## src/rtl/sfr_addr_gen_if.sv

```systemverilog
`default_nettype none
// ============================================================================
// Module      : sfr_addr_gen_if
// Description : Operand-address bus between the address sequencer and the
//               systolic array / on-chip buffers. The sequencer drives the
//               address pair, valid flag and channel markers; the array
//               back-pressures with stall.
// Revision    : 1.0 - initial release
// ============================================================================
interface sfr_addr_gen_if #(
  parameter int A_ADDR_W = 19,
  parameter int W_ADDR_W = 15
);
  logic [A_ADDR_W-1:0] a_addr;
  logic [W_ADDR_W-1:0] w_addr;
  logic                addr_valid;
  logic                first_ch;
  logic                last_ch;
  logic                stall;

  // Sequencer side
  modport master (
    output a_addr,
    output w_addr,
    output addr_valid,
    output first_ch,
    output last_ch,
    input  stall
  );

  // Array / buffer side
  modport slave (
    input  a_addr,
    input  w_addr,
    input  addr_valid,
    input  first_ch,
    input  last_ch,
    output stall
  );
endinterface
`default_nettype wire

```

## src/rtl/sfr_addr_gen.sv

```systemverilog
`default_nettype none
// ============================================================================
// Module      : sfr_addr_gen
// Description : Operand-address sequencer for the systolic CNN array. Walks
//               reduction channels inside output tiles and emits one
//               activation/weight address pair per accepted (non-stalled)
//               cycle, with first/last channel markers for accumulator
//               clear and writeback.
// Revision    : 1.0 - initial release
// ============================================================================
module sfr_addr_gen #(
  parameter int A_ADDR_W = 19,
  parameter int W_ADDR_W = 15,
  parameter int CNT_W    = 10,
  parameter int TILE_W   = 8
) (
  input  wire logic                clk,
  input  wire logic                rst,
  input  wire logic                start,
  input  wire logic                abort,
  input  wire logic [A_ADDR_W-1:0] cfg_a_base,
  input  wire logic [W_ADDR_W-1:0] cfg_w_base,
  input  wire logic [A_ADDR_W-1:0] cfg_a_stride,
  input  wire logic [W_ADDR_W-1:0] cfg_w_stride,
  input  wire logic [A_ADDR_W-1:0] cfg_a_tile_stride,
  input  wire logic [W_ADDR_W-1:0] cfg_w_tile_stride,
  input  wire logic [CNT_W-1:0]    cfg_ch_last,
  input  wire logic [TILE_W-1:0]   cfg_tile_last,
  output logic                     busy,
  output logic                     done,
  sfr_addr_gen_if.master           bus
);

  typedef enum logic [1:0] {
    S_IDLE = 2'd0,
    S_RUN  = 2'd1,
    S_DONE = 2'd2
  } state_t;

  state_t              r_state;

  // Configuration snapshot taken at launch; live cfg inputs are ignored after.
  logic [A_ADDR_W-1:0] r_a_stride;
  logic [W_ADDR_W-1:0] r_w_stride;
  logic [A_ADDR_W-1:0] r_a_tile_stride;
  logic [W_ADDR_W-1:0] r_w_tile_stride;
  logic [CNT_W-1:0]    r_ch_last;
  logic [TILE_W-1:0]   r_tile_last;

  // Walk state
  logic [CNT_W-1:0]    r_ch;
  logic [TILE_W-1:0]   r_tile;
  logic [A_ADDR_W-1:0] r_a_tile_base;
  logic [W_ADDR_W-1:0] r_w_tile_base;
  logic [A_ADDR_W-1:0] r_a_addr;
  logic [W_ADDR_W-1:0] r_w_addr;
  logic                r_valid;
  logic                r_busy;
  logic                r_done;

  // Sums truncate to the port width, so addresses wrap without saturation.
  logic [A_ADDR_W-1:0] w_a_next_base;
  logic [W_ADDR_W-1:0] w_w_next_base;
  logic                w_ch_end;
  logic                w_tile_end;

  assign w_a_next_base = r_a_tile_base + r_a_tile_stride;
  assign w_w_next_base = r_w_tile_base + r_w_tile_stride;
  assign w_ch_end      = (r_ch == r_ch_last);
  assign w_tile_end    = (r_tile == r_tile_last);

  // Sequencer FSM: launch, channel/tile walk under stall, completion and cancel.
  always_ff @(posedge clk or posedge rst) begin
    if (rst) begin
      r_state         <= S_IDLE;
      r_a_stride      <= '0;
      r_w_stride      <= '0;
      r_a_tile_stride <= '0;
      r_w_tile_stride <= '0;
      r_ch_last       <= '0;
      r_tile_last     <= '0;
      r_ch            <= '0;
      r_tile          <= '0;
      r_a_tile_base   <= '0;
      r_w_tile_base   <= '0;
      r_a_addr        <= '0;
      r_w_addr        <= '0;
      r_valid         <= 1'b0;
      r_busy          <= 1'b0;
      r_done          <= 1'b0;
    end else begin
      r_done <= 1'b0;
      case (r_state)
        S_IDLE: begin
          if (start && !abort) begin
            r_a_stride      <= cfg_a_stride;
            r_w_stride      <= cfg_w_stride;
            r_a_tile_stride <= cfg_a_tile_stride;
            r_w_tile_stride <= cfg_w_tile_stride;
            r_ch_last       <= cfg_ch_last;
            r_tile_last     <= cfg_tile_last;
            r_ch            <= '0;
            r_tile          <= '0;
            r_a_tile_base   <= cfg_a_base;
            r_w_tile_base   <= cfg_w_base;
            r_a_addr        <= cfg_a_base;
            r_w_addr        <= cfg_w_base;
            r_valid         <= 1'b1;
            r_busy          <= 1'b1;
            r_state         <= S_RUN;
          end
        end
        S_RUN: begin
          if (abort) begin
            r_valid <= 1'b0;
            r_busy  <= 1'b0;
            r_state <= S_IDLE;
          end else if (!bus.stall) begin
            if (!w_ch_end) begin
              r_ch     <= r_ch + CNT_W'(1);
              r_a_addr <= r_a_addr + r_a_stride;
              r_w_addr <= r_w_addr + r_w_stride;
            end else if (!w_tile_end) begin
              r_ch          <= '0;
              r_tile        <= r_tile + TILE_W'(1);
              r_a_tile_base <= w_a_next_base;
              r_w_tile_base <= w_w_next_base;
              r_a_addr      <= w_a_next_base;
              r_w_addr      <= w_w_next_base;
            end else begin
              r_valid <= 1'b0;
              r_busy  <= 1'b0;
              r_done  <= 1'b1;
              r_state <= S_DONE;
            end
          end
        end
        S_DONE: begin
          r_state <= S_IDLE;
        end
        default: begin
          r_state <= S_IDLE;
        end
      endcase
    end
  end

  // Markers are decoded only from registered state, never from stall.
  assign bus.a_addr     = r_a_addr;
  assign bus.w_addr     = r_w_addr;
  assign bus.addr_valid = r_valid;
  assign bus.first_ch   = r_valid & (r_ch == '0);
  assign bus.last_ch    = r_valid & w_ch_end;
  assign busy           = r_busy;
  assign done           = r_done;

endmodule
`default_nettype wire

```

## src/flat_wrapper.sv

```systemverilog
// flat-port wrapper written by rule: the top's interface ports become plain ports
module sfr_addr_gen_flat 
#(
  parameter int A_ADDR_W = 19,
  parameter int W_ADDR_W = 15,
  parameter int CNT_W    = 10,
  parameter int TILE_W   = 8
)
  (clk, rst, start, abort, cfg_a_base, cfg_w_base, cfg_a_stride, cfg_w_stride, cfg_a_tile_stride, cfg_w_tile_stride, cfg_ch_last, cfg_tile_last, busy, done, bus_a_addr, bus_w_addr, bus_addr_valid, bus_first_ch, bus_last_ch, bus_stall);
  sfr_addr_gen_if #(.A_ADDR_W(A_ADDR_W), .W_ADDR_W(W_ADDR_W)) bus_i ();
  input  wire logic clk;
  input  wire logic rst;
  input  wire logic start;
  input  wire logic abort;
  input  wire logic [A_ADDR_W-1:0] cfg_a_base;
  input  wire logic [W_ADDR_W-1:0] cfg_w_base;
  input  wire logic [A_ADDR_W-1:0] cfg_a_stride;
  input  wire logic [W_ADDR_W-1:0] cfg_w_stride;
  input  wire logic [A_ADDR_W-1:0] cfg_a_tile_stride;
  input  wire logic [W_ADDR_W-1:0] cfg_w_tile_stride;
  input  wire logic [CNT_W-1:0] cfg_ch_last;
  input  wire logic [TILE_W-1:0] cfg_tile_last;
  output logic busy;
  output logic done;
  output wire logic [$bits(bus_i.a_addr)-1:0] bus_a_addr;
  output wire logic [$bits(bus_i.w_addr)-1:0] bus_w_addr;
  output wire logic [$bits(bus_i.addr_valid)-1:0] bus_addr_valid;
  output wire logic [$bits(bus_i.first_ch)-1:0] bus_first_ch;
  output wire logic [$bits(bus_i.last_ch)-1:0] bus_last_ch;
  input wire logic [$bits(bus_i.stall)-1:0] bus_stall;
  assign bus_a_addr = bus_i.a_addr;
  assign bus_w_addr = bus_i.w_addr;
  assign bus_addr_valid = bus_i.addr_valid;
  assign bus_first_ch = bus_i.first_ch;
  assign bus_last_ch = bus_i.last_ch;
  assign bus_i.stall = bus_stall;
  sfr_addr_gen #(.A_ADDR_W(A_ADDR_W), .W_ADDR_W(W_ADDR_W), .CNT_W(CNT_W), .TILE_W(TILE_W)) u_core (.clk(clk), .rst(rst), .start(start), .abort(abort), .cfg_a_base(cfg_a_base), .cfg_w_base(cfg_w_base), .cfg_a_stride(cfg_a_stride), .cfg_w_stride(cfg_w_stride), .cfg_a_tile_stride(cfg_a_tile_stride), .cfg_w_tile_stride(cfg_w_tile_stride), .cfg_ch_last(cfg_ch_last), .cfg_tile_last(cfg_tile_last), .busy(busy), .done(done), .bus(bus_i));
endmodule
```

## config.mk

```make
export PLATFORM = sky130hd
export DESIGN_NAME = sfr_addr_gen_flat
export DESIGN_NICKNAME = d
export VERILOG_FILES = /design/src/rtl/sfr_addr_gen_if.sv /design/src/rtl/sfr_addr_gen.sv /design/src/flat_wrapper.sv
export SDC_FILE = /design/constraint.sdc
export NUM_CORES = 1
export LEC_CHECK = 0
export ABC_AREA = 0
export ABC_CLOCK_PERIOD_IN_PS = 12400
export BUFFER_PORTS_ARGS = -buffer_cell sky130_fd_sc_hd__buf_4
export CAP_MARGIN = 40
export CORE_MARGIN = 2
export CORE_UTILIZATION = 62
export CTS_CLUSTER_SIZE = 25
export DETAILED_ROUTE_END_ITERATION = 8
export GPL_ROUTABILITY_DRIVEN = 0
export PLACE_DENSITY = 0.86
export SKIP_CTS_REPAIR_TIMING = 1
export SLEW_MARGIN = 20
export SYNTH_ARGS = -nofsm -noshare
export SYNTH_HDL_FRONTEND = slang
export SYNTH_SLANG_ARGS = --single-unit
```

## constraint.sdc

```tcl
create_clock -name clk -period 12.4 [get_ports clk]
set_input_delay 1.86 -clock clk [delete_from_list [all_inputs] [get_ports clk]]
set_output_delay 1.86 -clock clk [all_outputs]
set_load 0.1 [all_outputs]
```

==> flow_summary.ini <==
[run_status]
status = finished, final reports clean

[setup_path]
crit_cells = 6
crit_buf_inv = 2
critical_path.startpoint_type = flip-flop
cpLargestDelayFamily = simple AND/OR/NAND/NOR gates
crit_start = u_core.r_ch[0]
crit_chain = xor2_1 -> nor4_1 -> nand4_1 -> clkinv_1 -> and2_1 -> buf_4
timing_worst_setup_path_type = flip-flop to primary output
r2r_start = u_core.r_state[1]
crit_slowest_cell = dfrtp_1
reg2reg_depth = 7
crit_required_ns = 10.54
cp.arrival_ns = 2.36
crit_path_end_kind = primary output
path_max_fanout = 10
max_stage_delay_ns = 0.47

[die]
dieArea_um2 = 18700
die_w_um = 137
core_um2 = 17200
chipHeight_um = 137
io_pins = 164
initial_core_util = 0.632
placementRows = 48

[clocking]
root_buffer = clkbuf_16
clock_latency_ns = 0.44
cts_htree_levels = 4
cts.clk_slew.worst_paths_ns = 0.07
cts_num_sinks = 176
cts_tree = yes
cts_made_buffers = 17
cts.path.max_buffers = 2

[synth]
synthesis.nets = 1292
synthDominantCellAreaShare = 0.404
syn_avg_cell_area_um2 = 9.95
synth-edff-count = 0
synth.distinct_cells = 70
yosysWarnings = 0
ys_seq_area_frac = 0.404
synth-seq-cells = 176
yosysMostFrequentCell = dfrtp_1
synthCells = 1096
synth.area.top_cells = dfrtp_1 40%, mux2_2 10%, ha_1 7.7%, nand2_1 3.3%, nor2_1 3.3%
synth_area_um2 = 10900
synthArstFlopShare = 1.00
synthTopCellsByCount = 176 x dfrtp_1, 99 x mux2_2, 97 x nand2_1, 97 x nor2_1, 72 x o21ai_0
synth_area_leader_cell = dfrtp_1
synthFlopType = dfrtp_1

[placed_design]
port_buffers = 163
place_area_um2 = 12400
hpwl_um = 20200
pre_cts_ws_ns = 7.98

[power]
leakage_nw = 5.94
max-vdd-ir-drop_mv = 0.228
power.density_nw_per_um2 = 263

[final_layout]
finalInstanceArea_um2 = 13000
drive_above_1_share = 0.266
final_nets = 1440
diodes = 0
fin_util = 0.757
syn2layout_area_growth_pct = 19.6

[sta]
finalMaxSlewViolations = 0
rsz0062_at_grt = false
hold_viol_final = 0
layout_setup_ws_ns = 8.18
tns_ns = 0
period_needed_ns = 4.22
fin_skew_ns = 0.0114
holdWs_ns = 0.506
relSlewSlack = 0.403
timing.fmax_mhz = 237
tightest_slew_ns = 0.893
min_period_over_period = 0.341
setup_violations = 0

[global_routing]
grt_antenna_before_repair = 0
track_usage = 0.314
grt_pass1_vias = 9002
grt_overflow_total = 0
grt_max_degree = 69
grt_pass1_wl_um = 45600

[detailed_routing]
vias_per_cell = 6.18
drt-initial-drc-count = 773
wirelength_um = 28500
drt-pass1-iter-count = 5
drc = 0
routedWlPerCell_um = 19.2
ant_nets = 0
num_vias = 9166

[min_path]
min_path_type = flip-flop to flip-flop
hold_start = u_core.r_w_tile_base[8]
holdPathStages = 1

[job]
drv_cap = 0
[stage by stage]
step / std cells / power, mW
after global placement: 1445 / 2.73
after CTS: 1480 / 3.41
after floorplan: 1096 / 2.38
after global routing: 1482 / 3.64
after detailed placement: 1448 / 2.79
final: 1482 / 3.43
[worst paths after layout]
check	end	slack, ns
worst max-delay path	bus_last_ch	8.18
worst min-delay path	u_core.r_w_tile_base[8]	0.51
worst max register to register	u_core.r_a_tile_base[13]	8.84
worst min register to register	u_core.r_w_tile_base[8]	0.51
max in group asynchronous	u_core.bus.w_addr[4]	9.67
min in group asynchronous	u_core.r_ch_last[6]	1.41
[metal layers]
layer / wire length [µm] / vias up / part of all wire / track usage
li1: - / 4276 / - / -
met1: 12100 / 4414 / 0.43 / 0.420
met4: 707 / 0 / 0.025 / 0.101
met2: 13600 / 409 / 0.48 / 0.511
met5: 0 / - / 0 / 0
met3: 2100 / 67 / 0.074 / 0.0663
[power breakdown]
group	leakage (nW)	switching [mW]	internal (mW)	total, mW
clock network	0.312	0.242	0.346	0.588
registers	2.10	0.143	0.736	0.880
logic	3.53	1.21	0.746	1.96
total	5.94	1.60	1.83	3.43
[cells in the final DEF, fill, tap and decap left out, types with 4 or more instances in the layout]
cell,Yosys,routed
inv_6,0,5
a21oi_1,62,61
o21ai_1,4,4
dfrtp_1,176,176
a21o_1,14,14
nand3_1,17,17
nor2_1,97,96
clkbuf_16,0,17
o21bai_1,5,5
clkinv_4,0,4
nand2b_1,8,7
o211ai_1,13,13
a211o_1,4,4
o31ai_1,10,10
bufinv_16,0,4
xnor2_1,40,40
nor4_1,6,6
ha_1,67,67
a211oi_1,10,10
nand4_1,12,12
or3_1,10,10
nand2_1,97,97
a31oi_1,23,23
nor2b_1,8,7
and3_1,8,8
or2_2,5,5
o21a_1,18,17
inv_1,23,22
xor2_1,38,38
fa_1,4,4
o31a_1,4,4
and2_1,5,5
o21ai_0,72,72
nor3_1,17,17
mux2i_1,20,20
mux2_2,99,99
buf_4,1,172
[state kept, by name, summed over array words and instances (netlist names)]
signal and cells:
u_core.bus.a_addr 19, u_core.bus.addr_valid 1, u_core.bus.w_addr 15, u_core.done 1, u_core.r_a_stride 19, u_core.r_a_tile_base 19, u_core.r_a_tile_stride 19, u_core.r_ch 10
u_core.r_ch_last 10, u_core.r_state 2, u_core.r_tile 8, u_core.r_tile_last 8, u_core.r_w_stride 15, u_core.r_w_tile_base 15, u_core.r_w_tile_stride 15
[final cells by class]
type	instances	area, µm²
multi-input combinational	849	6230
timing repair buffer	176	1390
clock inverter	14	203
sequential	176	4400
inverter	24	95.1
fill	1189	4190
clock buffer	18	439
tap	225	282
[kinds of logic (layout without fill, tap and decap cells)]
kind of cell | after synthesis | count (layout) | share of synthesized area
AO/OA/AOI/OAI | 280 | 280 | 0.174
XOR/XNOR | 79 | 79 | 0.0647
adder cells (fa/ha/maj) | 71 | 71 | 0.0842
buffers and inverters | 71 | 232 | 0.0263
flip-flops | 176 | 176 | 0.404
multiplexers | 119 | 119 | 0.121
AND/OR/NAND/NOR | 300 | 300 | 0.126
Power figures use the tool's default switching activity.
